### src/rtl/router_mon_pkg.sv
// Shared constants, header layout and FSM encoding for the router protocol monitor.
package router_mon_pkg;

  // Bit positions inside viol_flags
  localparam int unsigned V_RESET     = 0;
  localparam int unsigned V_BUSY_HDR  = 1;
  localparam int unsigned V_STABLE    = 2;
  localparam int unsigned V_VALID_OUT = 3;
  localparam int unsigned V_READ_TO   = 4;
  localparam int unsigned V_PARITY    = 5;
  localparam int unsigned V_LENGTH    = 6;
  localparam int unsigned V_ADDR      = 7;
  localparam int unsigned NUM_VIOL    = 8;

  // Header byte layout: [1:0] destination, [DATA_W-1:2] payload length
  localparam int unsigned ADDR_LSB = 0;
  localparam int unsigned ADDR_W   = 2;
  localparam int unsigned LEN_LSB  = 2;

  typedef enum logic [1:0] {
    IDLE,
    PAYLOAD,
    PARITY_WAIT,
    ERR_CHECK
  } mon_state_e;

endpackage

### src/rtl/router_mon_timeout.sv
// Single-channel read-timeout tracker: arms on a vld rise, fires if no read within READ_TIMEOUT cycles.
module router_mon_timeout #(
  parameter int unsigned READ_TIMEOUT = 30
) (
  input  logic clock,
  input  logic resetn,
  input  logic vld_i,
  input  logic read_enb_i,
  output logic timeout_c
);

  localparam int unsigned TW = $clog2(READ_TIMEOUT + 1);

  logic          vld_q;
  logic          armed_q, armed_d;
  logic [TW-1:0] cnt_q, cnt_d, cnt_inc;

  // Arm / count / disarm decision; a read beats a falling vld, which beats expiry
  always_comb begin
    armed_d   = armed_q;
    cnt_d     = cnt_q;
    timeout_c = 1'b0;
    cnt_inc   = cnt_q + TW'(1);
    if (armed_q) begin
      if (read_enb_i || !vld_i) begin
        armed_d = 1'b0;
      end else if (cnt_inc == TW'(READ_TIMEOUT)) begin
        timeout_c = 1'b1;
        armed_d   = 1'b0;
      end else begin
        cnt_d = cnt_inc;
      end
    end else if (vld_i && !vld_q) begin
      armed_d = 1'b1;
      cnt_d   = '0;
    end
  end

  // Tracker state registers
  always_ff @(posedge clock or negedge resetn) begin
    if (!resetn) begin
      vld_q   <= 1'b0;
      armed_q <= 1'b0;
      cnt_q   <= '0;
    end else begin
      vld_q   <= vld_i;
      armed_q <= armed_d;
      cnt_q   <= cnt_d;
    end
  end

endmodule

### src/rtl/router_protocol_monitor.sv
// Protocol monitor for the N-output packet router: temporal and packet-level checks with sticky flags/counters.
module router_protocol_monitor
  import router_mon_pkg::*;
#(
  parameter int unsigned NUM_CH       = 3,
  parameter int unsigned DATA_W       = 8,
  parameter int unsigned READ_TIMEOUT = 30,
  parameter int unsigned CNT_W        = 16
) (
  input  logic                     clock,
  input  logic                     resetn,
  input  logic                     pkt_valid,
  input  logic [DATA_W-1:0]        data_in,
  input  logic                     busy,
  input  logic                     err,
  input  logic [NUM_CH-1:0]        vld_out,
  input  logic [NUM_CH-1:0]        read_enb,
  input  logic [NUM_CH*DATA_W-1:0] data_out,
  input  logic                     clr_flags,
  output logic [NUM_VIOL-1:0]      viol_flags,
  output logic [NUM_CH-1:0]        timeout_ch,
  output logic                     viol_pulse,
  output logic [CNT_W-1:0]         viol_count,
  output logic [CNT_W-1:0]         pkt_count
);

  localparam int unsigned LEN_W = DATA_W - LEN_LSB;
  localparam int unsigned NV_W  = $clog2(NUM_VIOL + 1);
  localparam int unsigned SUM_W = CNT_W + 1;

  mon_state_e          state_q, state_d;
  logic [LEN_W-1:0]    len_q, len_d;
  logic [DATA_W-1:0]   bcnt_q, bcnt_d;
  logic [DATA_W-1:0]   parity_q, parity_d;
  logic                par_bad_q, par_bad_d;
  logic                ec_q, ec_d;

  logic                post_reset_q, pv_q, busy_q1, busy_q2;
  logic [DATA_W-1:0]   din_q;
  logic [2:0]          rise_q;

  logic [NUM_VIOL-1:0] viol_flags_q, viol_flags_d;
  logic [NUM_CH-1:0]   timeout_ch_q, timeout_ch_d;
  logic                viol_pulse_q;
  logic [CNT_W-1:0]    viol_count_q, viol_count_d, vc_base;
  logic [CNT_W-1:0]    pkt_count_q, pkt_count_d, pc_base;
  logic [SUM_W-1:0]    vc_sum;
  logic [NV_W-1:0]     nviol;

  logic                rise, accept, load_hdr, pkt_done;
  logic                v_len, v_par, v_addr;
  logic [NUM_VIOL-1:0] viol;
  logic [NUM_CH-1:0]   tmo_c;

  // One read-timeout tracker per output channel
  for (genvar i = 0; i < NUM_CH; i++) begin : g_to
    router_mon_timeout #(.READ_TIMEOUT(READ_TIMEOUT)) u_to (
      .clock      (clock),
      .resetn     (resetn),
      .vld_i      (vld_out[i]),
      .read_enb_i (read_enb[i]),
      .timeout_c  (tmo_c[i])
    );
  end

  // Packet FSM: header latch, payload parity/length accumulation, deferred err check
  always_comb begin
    state_d   = state_q;
    len_d     = len_q;
    bcnt_d    = bcnt_q;
    parity_d  = parity_q;
    par_bad_d = par_bad_q;
    ec_d      = ec_q;
    load_hdr  = 1'b0;
    pkt_done  = 1'b0;
    v_len     = 1'b0;
    v_par     = 1'b0;
    v_addr    = 1'b0;
    accept    = (pkt_valid || state_q == PARITY_WAIT) && !busy;
    case (state_q)
      IDLE: begin
        if (accept && pkt_valid) load_hdr = 1'b1;
      end
      PAYLOAD: begin
        if (!pkt_valid) begin
          state_d = PARITY_WAIT;
        end else if (accept) begin
          parity_d = parity_q ^ data_in;
          bcnt_d   = bcnt_q + DATA_W'(1);
        end
      end
      PARITY_WAIT: begin
        if (accept) begin
          v_len     = (bcnt_q != DATA_W'(len_q));
          par_bad_d = (parity_q != data_in);
          ec_d      = 1'b0;
          state_d   = ERR_CHECK;
        end
      end
      ERR_CHECK: begin
        if (!ec_q) begin
          ec_d = 1'b1;
        end else begin
          v_par    = (err != par_bad_q);
          pkt_done = 1'b1;
          state_d  = IDLE;
          // a header held across the check starts the next packet
          if (pkt_valid) load_hdr = 1'b1;
        end
      end
      default: state_d = IDLE;
    endcase
    if (load_hdr) begin
      state_d  = PAYLOAD;
      len_d    = data_in[DATA_W-1:LEN_LSB];
      bcnt_d   = '0;
      parity_d = data_in;
      v_addr   = (32'(data_in[ADDR_LSB +: ADDR_W]) >= NUM_CH);
    end
  end

  // Violation vector for this cycle plus next values of sticky flags and counters
  always_comb begin
    rise                = pkt_valid && !pv_q;
    viol                = '0;
    viol[V_RESET]       = post_reset_q && ((|vld_out) || (|data_out));
    viol[V_BUSY_HDR]    = rise_q[1] && (busy_q2 || !busy_q1 || busy);
    viol[V_STABLE]      = busy_q1 && (data_in != din_q);
    viol[V_VALID_OUT]   = rise_q[2] && !(|vld_out);
    viol[V_READ_TO]     = |tmo_c;
    viol[V_PARITY]      = v_par;
    viol[V_LENGTH]      = v_len;
    viol[V_ADDR]        = v_addr;

    nviol = '0;
    for (int i = 0; i < NUM_VIOL; i++) nviol = nviol + NV_W'(viol[i]);

    vc_base      = clr_flags ? '0 : viol_count_q;
    vc_sum       = {1'b0, vc_base} + SUM_W'(nviol);
    viol_count_d = vc_sum[CNT_W] ? '1 : vc_sum[CNT_W-1:0];

    pc_base      = clr_flags ? '0 : pkt_count_q;
    pkt_count_d  = (pkt_done && pc_base != '1) ? pc_base + CNT_W'(1) : pc_base;

    viol_flags_d = (clr_flags ? '0 : viol_flags_q) | viol;
    timeout_ch_d = (clr_flags ? '0 : timeout_ch_q) | tmo_c;
  end

  // FSM, input history and output registers
  always_ff @(posedge clock or negedge resetn) begin
    if (!resetn) begin
      state_q      <= IDLE;
      len_q        <= '0;
      bcnt_q       <= '0;
      parity_q     <= '0;
      par_bad_q    <= 1'b0;
      ec_q         <= 1'b0;
      post_reset_q <= 1'b1;
      pv_q         <= 1'b0;
      busy_q1      <= 1'b0;
      busy_q2      <= 1'b0;
      din_q        <= '0;
      rise_q       <= '0;
      viol_flags_q <= '0;
      timeout_ch_q <= '0;
      viol_pulse_q <= 1'b0;
      viol_count_q <= '0;
      pkt_count_q  <= '0;
    end else begin
      state_q      <= state_d;
      len_q        <= len_d;
      bcnt_q       <= bcnt_d;
      parity_q     <= parity_d;
      par_bad_q    <= par_bad_d;
      ec_q         <= ec_d;
      post_reset_q <= 1'b0;
      pv_q         <= pkt_valid;
      busy_q1      <= busy;
      busy_q2      <= busy_q1;
      din_q        <= data_in;
      rise_q       <= {rise_q[1:0], rise};
      viol_flags_q <= viol_flags_d;
      timeout_ch_q <= timeout_ch_d;
      viol_pulse_q <= |viol;
      viol_count_q <= viol_count_d;
      pkt_count_q  <= pkt_count_d;
    end
  end

  assign viol_flags = viol_flags_q;
  assign timeout_ch = timeout_ch_q;
  assign viol_pulse = viol_pulse_q;
  assign viol_count = viol_count_q;
  assign pkt_count  = pkt_count_q;

endmodule

### config.mk
export PLATFORM = sky130hd
export DESIGN_NAME = router_protocol_monitor
export DESIGN_NICKNAME = d
export VERILOG_FILES = /design/src/rtl/router_mon_pkg.sv /design/src/rtl/router_mon_timeout.sv /design/src/rtl/router_protocol_monitor.sv
export SDC_FILE = /design/constraint.sdc
export NUM_CORES = 1
export LEC_CHECK = 0
export CAP_MARGIN = 20
export CELL_PAD_IN_SITES_DETAIL_PLACEMENT = 1
export CELL_PAD_IN_SITES_GLOBAL_PLACEMENT = 1
export CORE_MARGIN = 2
export CORE_UTILIZATION = 30
export CTS_CLUSTER_SIZE = 16
export DETAILED_ROUTE_END_ITERATION = 8
export PLACE_DENSITY = 0.63
export SYNTH_ARGS = -nofsm -noshare
export SYNTH_HDL_FRONTEND = slang
export SYNTH_SLANG_ARGS = --single-unit
export TNS_END_PERCENT = 100
### constraint.sdc
create_clock -name clock -period 6.1 [get_ports clock]
set_input_delay 1.22 -clock clock [delete_from_list [all_inputs] [get_ports clock]]
set_output_delay 1.22 -clock clock [all_outputs]
set_load 0.05 [all_outputs]
==> flow_summary_export.csv, run 1 <==
group,metric,value,unit
sta,tightest_slew,993,ps
power_and_ir_drop,p_per_area,317,nW/um^2
die,start_util,30.4,%
synthesis,synth_ff_type,"dfrtp_1",
detailed_routing,via_per_inst,5.05,
sta,maxSlewHeadroom,33.6,%
die,boundaryPins,88,
worst_setup_path,rr_startpoint,"state_q[0]",
detailed_routing,dr.pass1.iters,4,
worst_hold_path,min_path_cells,0,
sta,fin_skew,7.72,ps
grt,grt_pass1_vias,4907,
synthesis,seq_area_frac_synth,47.2,%
detailed_routing,wirelength,14800,microns
power_and_ir_drop,p_leak,2.96,nW
synthesis,synth_most_common_cell,"dfrtp_1",
grt,grt_max_degree,67,
synthesis,yosys_register_bits,106,
synthesis,synth_area_leaders,"dfrtp_1 (47%), xnor2_1 (6.2%), nand2_1 (4.7%)",
detailed_routing,post-route-drc-count,0,
sta,period_share,91.4,%
worst_setup_path,rr_endpoint,"viol_count[12]",
cts,cts_buffers,9,
die,core,18500,sq um
run_status,status,"finished, final reports clean",
cts,ctsRootBufferMaster,"clkbuf_16",
cells_and_area,layout.nets,724,
sta,min_period,5580,ps
flow_run,maxCapViolCount,0,
worst_hold_path,min_path_type,"flip-flop to flip-flop",
grt,grt_overflow,0,
sta,rsz0062_at_grt,"no",
worst_setup_path,worstSetupStartpointType,"input pin",
sta,final-hold-violation-count,0,
detailed_routing,wl_per_cell,16.5,microns
sta,tns,0,ps
worst_setup_path,end_kind,"flip-flop",
cts,cts_setup_buffers,0,
grt,grt_usage,15.4,%
worst_setup_path,worst-endpoint-arrival,5790,ps
worst_setup_path,worst-setup-path-type,"input pin to flip-flop",
synthesis,synth_largest_area_cell,"dfrtp_1",
detailed_routing,drtIter0Drc,171,
sta,max_freq,179,MHz
sta,setup_viol_count_final,0,
synthesis,ys_warn_count,0,
cells_and_area,area.growth.synth_to_final,25.5,%
cells_and_area,final_cell_area,7060,sq um
cts,cts.repair.resized,0,
cts,cts_tree,"yes",
detailed_routing,ant_nets,0,
grt,grt_pass1_wl,24700,microns
die,dieWidth,141,microns
die,chipHeight,141,microns
placement,dpl.hpwl,10900,microns
synthesis,synth_top_area_share,46.7,%
placement,gp_congestion,0.771,
grt,grt_antenna_before_repair,0,
die,dieArea,19800,sq um
cts,clk-insertion-delay-late,360,ps
synthesis,avgSynthCellArea,9.81,sq um
cts,cts_max_level,3,
worst_setup_path,reg2regPathDepth,15,
placement,placedInstanceArea,6740,sq um
cts,cts_hold_buf,0,
power_and_ir_drop,irDropWorstVdd,0.240,mV
synthesis,syn-cell-area,5620,sq um
synthesis,syn_inst,573,
synthesis,ys_types,60,
worst_setup_path,cp_max_fo,14,
worst_hold_path,hp-start,"rise_q[0]",
detailed_routing,vias,4522,
worst_hold_path,min_to,"rise_q[1]",
cells_and_area,drive_above_1_share,5.44,%
synthesis,async_reset_ff_share,100,%
die,rows,50,
cts,clockBufferDepth,2,
cts,clk_pin_slew,80,ps
cells_and_area,diodes,0,
synthesis,synth_edf_count,0,
placement,portBuffers,87,
worst_setup_path,r2r_slack,1200,ps
worst_setup_path,startpoint,"busy",
cts,clkSinkCount,106,
synthesis,synthTopCellsByCount,"dfrtp_1 (105), nand2_1 (70), nor2_1 (42), xnor2_1 (40), inv_1 (34)",
worst_setup_path,required,6310,ps
synthesis,synth_nets,640,
sta,slew_violations,0,
-- report_power, final --
group          switching (W)  leakage, nW  internal [W]
combinational       0.000400         1.43      0.000275
clock               0.000277        0.153      0.000362
sequential          0.000104         1.37      0.000815
total               0.000782         2.96       0.00145
-- how the worst max path moves through the flow --
stage	depth (start not counted)	slack, ps	end
after global routing	15	210	viol_count[5]
final	15	520	viol_count[12]
after global placement	15	320	viol_count[10]
after CTS	15	490	viol_count[12]
after floorplan	15	1280	viol_count[10]
after detailed placement	15	120	viol_count[10]
-- worst max-delay path, stage by stage --
cell and delay, ps:
clkdlybuf4s50_1 560, nor2b_1 260, o21a_1 160, nand3_1 170, fa_1 560, fa_1 430, fa_1 510, fa_1 190
inv_1 60, fa_1 410, a21o_1 210, a21oi_2 280, nor2_1 160, nand4_1 430, o21ai_0 170
-- registers in the layout, summed over array words and instances (netlist names), 2 cells and up --
| signal | count |
|---|---|
| parity_q | 8 |
| bcnt_q | 8 |
| timeout_ch | 3 |
| viol_count | 16 |
| viol_flags | 8 |
| din_q | 8 |
| g_to.u_to.armed_q | 3 |
| rise_q | 3 |
| g_to.u_to.cnt_q | 15 |
| len_q | 6 |
| pkt_count | 16 |
| state_q | 2 |
| g_to.u_to.vld_q | 3 |
-- layer usage --
metal,vias up,part of all wire (%),global-route usage (%)
met4,0,1.4,4.42
met5,-,0,0
met2,55,51,27.8
met1,2289,45,18.5
li1,2163,-,-
met3,15,2.9,3.33
-- metrics by stage --
step	cells	setup slack (ps)	utilization (%)	total power [W]	hold WS (ps)
floorplan	573	1280	-	0.00138	331
global placement	880	320	36.4	0.00158	331
detailed placement	880	125	36.4	0.00162	347
CTS	896	492	38.1	0.00227	363
global route	896	214	38.1	0.00239	366
finish	896	524	38.1	0.00223	358
-- area by class of cell --
| cell class | instances | area, sq um |
|---|---|---|
| fill | 2074 | 11500 |
| multi-input combinational | 413 | 2750 |
| sequential | 106 | 2650 |
| timing repair buffer | 93 | 913 |
| tap | 234 | 293 |
| clock buffer | 10 | 229 |
| inverter | 34 | 128 |
| clock inverter | 6 | 90.1 |
-- logic make-up (layout without fill, tap and decap cells) --
group                    Yosys count  in the layout  synth area share (%)
AO/OA/AOI/OAI                    117            117                  14.4
XOR/XNOR                          57             57                  8.88
adder cells (fa/ha/maj)           23             23                  5.79
buffers and inverters             54            143                  3.94
flip-flops                       106            106                  47.2
multiplexers                       8              8                  1.63
other                              1              1                0.0667
AND/OR/NAND/NOR                  207            207                  18.1
-- layout by cell type (no fill, tap or decap), types with 3 or more instances in the layout --
cell type        netlist  final
nor3_1                 8      8
nand3_1               14     14
inv_1                 34     34
and2_1                 4      4
fa_1                   5      5
ha_1                  18     18
nand4_1               17     17
a21oi_1               22     22
o21ai_1                4      3
xnor2_1               40     40
o22ai_1               13     13
a211oi_1               8      8
o21ai_0               30     30
a21o_1                 4      4
buf_4                  0      7
nor2b_1               14     14
mux2i_1                5      5
nor4_1                 8      8
nand3b_1               4      4
nand2_1               70     70
clkbuf_16              0      9
o211ai_1               4      4
xor2_1                17     17
a31oi_1                4      4
and3_1                 8      8
dfrtp_1              105    105
o2bb2ai_1              5      5
nor2_1                42     42
clkdlybuf4s50_1        0     86
nand2b_1               7      7
Power figures use the tool's default switching activity.
==> run 2: changes to the inputs <==
--- a/config.mk
+++ b/config.mk
@@ -10,8 +10,8 @@
 export CELL_PAD_IN_SITES_GLOBAL_PLACEMENT = 1
 export CORE_MARGIN = 2
-export CORE_UTILIZATION = 30
+export CORE_UTILIZATION = 42
 export CTS_CLUSTER_SIZE = 16
 export DETAILED_ROUTE_END_ITERATION = 8
-export PLACE_DENSITY = 0.63
+export PLACE_DENSITY = 0.83
 export SYNTH_ARGS = -nofsm -noshare
 export SYNTH_HDL_FRONTEND = slang
==> constraint.sdc (replaced) <==
create_clock -name clock -period 6.1 [get_ports clock]
set_input_delay 1.22 -clock clock [delete_from_list [all_inputs] [get_ports clock]]
set_output_delay 1.22 -clock clock [all_outputs]
set_load 0.01 [all_outputs]
==> run 2 against run 1 <==
  * Core utilization increased by 15 points
  * Setup slack got worse by 43 ps
  * Worst hold slack got worse by 6.0 ps
  * Combinational power decreased by 11%
  * Count of clock-buffer cells in the layout increased by 2
==> flow_summary_export.csv, run 2 (synthesis results as in run 1) <==
group,metric,value,unit
cts,cts_tree,"yes",
cts,cts.repair.resized,0,
detailed_routing,dr.pass1.iters,4,
die,rows,42,
sta,maxSlewHeadroom,34.5,%
worst_setup_path,worstSetupStartpointType,"input pin",
cells_and_area,area.growth.synth_to_final,24.5,%
worst_setup_path,worst-setup-path-type,"input pin to flip-flop",
detailed_routing,wl_per_cell,17.2,microns
grt,grt_overflow,0,
cells_and_area,fin_util,53.3,%
grt,grt_max_degree,61,
sta,layout_setup_ws,481,ps
die,boundaryPins,88,
cts,clk-insertion-delay-late,350,ps
cells_and_area,diodes,0,
detailed_routing,post-route-drc-count,0,
power_and_ir_drop,p_total,0.00216,W
flow_run,maxCapViolCount,0,
worst_setup_path,crit_end,"viol_count[12]",
grt,grt_usage,21.1,%
placement,portBuffers,87,
worst_setup_path,reg2regPathDepth,15,
placement,dp_slack,150,ps
sta,hold_slack,352,ps
worst_setup_path,startpoint,"busy",
cells_and_area,layout.nets,725,
cells_and_area,drive_above_1_share,5.43,%
sta,period_share,92.1,%
sta,fin_skew,6.79,ps
cts,clkSinkCount,106,
grt,grt_pass1_wl,24100,microns
worst_hold_path,min_path_type,"flip-flop to flip-flop",
cells_and_area,mostFrequentLayoutCells,"dfrtp_1 (105), clkdlybuf4s50_1 (86), nand2_1 (70)",
worst_setup_path,path_cells,"clkdlybuf4s50_1 -> nor2b_1 -> o21a_1 -> nand3_1 -> fa_1 -> fa_1 -> fa_1 -> fa_1 -> inv_1 -> fa_1 -> a21o_1 -> a21oi_2 -> nor2_1 -> nand4_1 -> o21ai_0",
cts,clockBufferDepth,2,
power_and_ir_drop,p_leak,2.97,nW
cts,cts_buffers,9,
sta,rsz0062_at_grt,"no",
worst_setup_path,rr_startpoint,"state_q[0]",
power_and_ir_drop,p_per_area,309,nW/um^2
detailed_routing,vias,4528,
detailed_routing,via_per_inst,5.40,
detailed_routing,drtIter0Drc,243,
die,start_util,42.8,%
sta,max_freq,178,MHz
power_and_ir_drop,irDropWorstVdd,0.194,mV
cells_and_area,layout_commonest_cell,"dfrtp_1",
worst_setup_path,rr_endpoint,"viol_count[12]",
worst_setup_path,end_kind,"flip-flop",
worst_setup_path,cp_max_fo,14,
cts,cts_setup_buffers,0,
detailed_routing,wirelength,14400,microns
sta,tns,0,ps
die,chipHeight,120,microns
worst_setup_path,r2r_slack,1120,ps
grt,grt_pass1_vias,4845,
worst_setup_path,cpPeakStageDelay,550,ps
sta,slew_violations,0,
worst_setup_path,critPathMostFrequentCell,"fa_1",
sta,min_period,5620,ps
die,dieArea,14300,sq um
placement,gp_congestion,0.825,
sta,final-hold-violation-count,0,
sta,tightest_slew,979,ps
run_status,status,"finished, final reports clean",
cts,ctsRootBufferMaster,"clkbuf_16",
cts,cts_max_level,3,
worst_setup_path,crit_slowest_cell,"fa_1",
grt,grt_antenna_before_repair,0,
sta,setup_viol_count_final,0,
cts,clk_pin_slew,70,ps
worst_setup_path,required,6290,ps
die,dieWidth,120,microns
worst_setup_path,worst-endpoint-arrival,5810,ps
die,core,13100,sq um
cts,cts_hold_buf,0,
detailed_routing,ant_nets,0,
placement,dpl.hpwl,10700,microns
[run 2: layout make-up]
class	count	area, sq um
fill	1480	6140
multi-input combinational	413	2750
sequential	106	2650
timing repair buffer	94	921
clock buffer	12	256
tap	176	220
inverter	34	128
clock inverter	4	73.8
[run 2: stage by stage]
| step | instance area, sq um | instances |
|---|---|---|
| CTS | 7000 | 839 |
| global placement | 6670 | 823 |
| detailed placement | 6670 | 823 |
| finish | 7000 | 839 |
| floorplan | 5620 | 573 |
| global route | 7000 | 839 |
[run 2: metal layers]
layer | wire length [microns] | share of wire [%] | GRT usage [%] | vias to the layer above
li1 | - | - | - | 2159
met1 | 6100 | 42 | 25.6 | 2275
met2 | 7620 | 53 | 37.3 | 68
met3 | 415 | 2.9 | 4.52 | 26
met4 | 292 | 2.0 | 6.84 | 0
met5 | 0 | 0 | 0 | -
[run 2: where the power goes]
part | leakage, nW | internal, W | switching [W]
Combinational | 1.44 | 0.000278 | 0.000325
Sequential | 1.37 | 0.000815 | 0.000107
Clock | 0.163 | 0.000382 | 0.000255
Total | 2.97 | 0.00148 | 0.000686
[run 2: worst min-delay path by stage]
stage / start / endpoint / slack, ps / cells past startpoint
2_1_floorplan: rise_q[0] / rise_q[1] / 330 / 0
3_3_place_gp: rise_q[0] / rise_q[1] / 330 / 0
3_5_place_dp: rise_q[0] / rise_q[1] / 340 / 0
4_1_cts: rise_q[0] / rise_q[1] / 350 / 0
5_1_grt: rise_q[0] / rise_q[1] / 370 / 0
6_report: rise_q[0] / rise_q[1] / 350 / 0
[run 2: critical path, delay by kind of cell]
family | cells | cell delay, ps
adders and majority gates | 5 | 2110
AOI/OAI and AO/OA | 4 | 850
and+or+nand+nor | 4 | 1010
buffers and inverters | 2 | 610
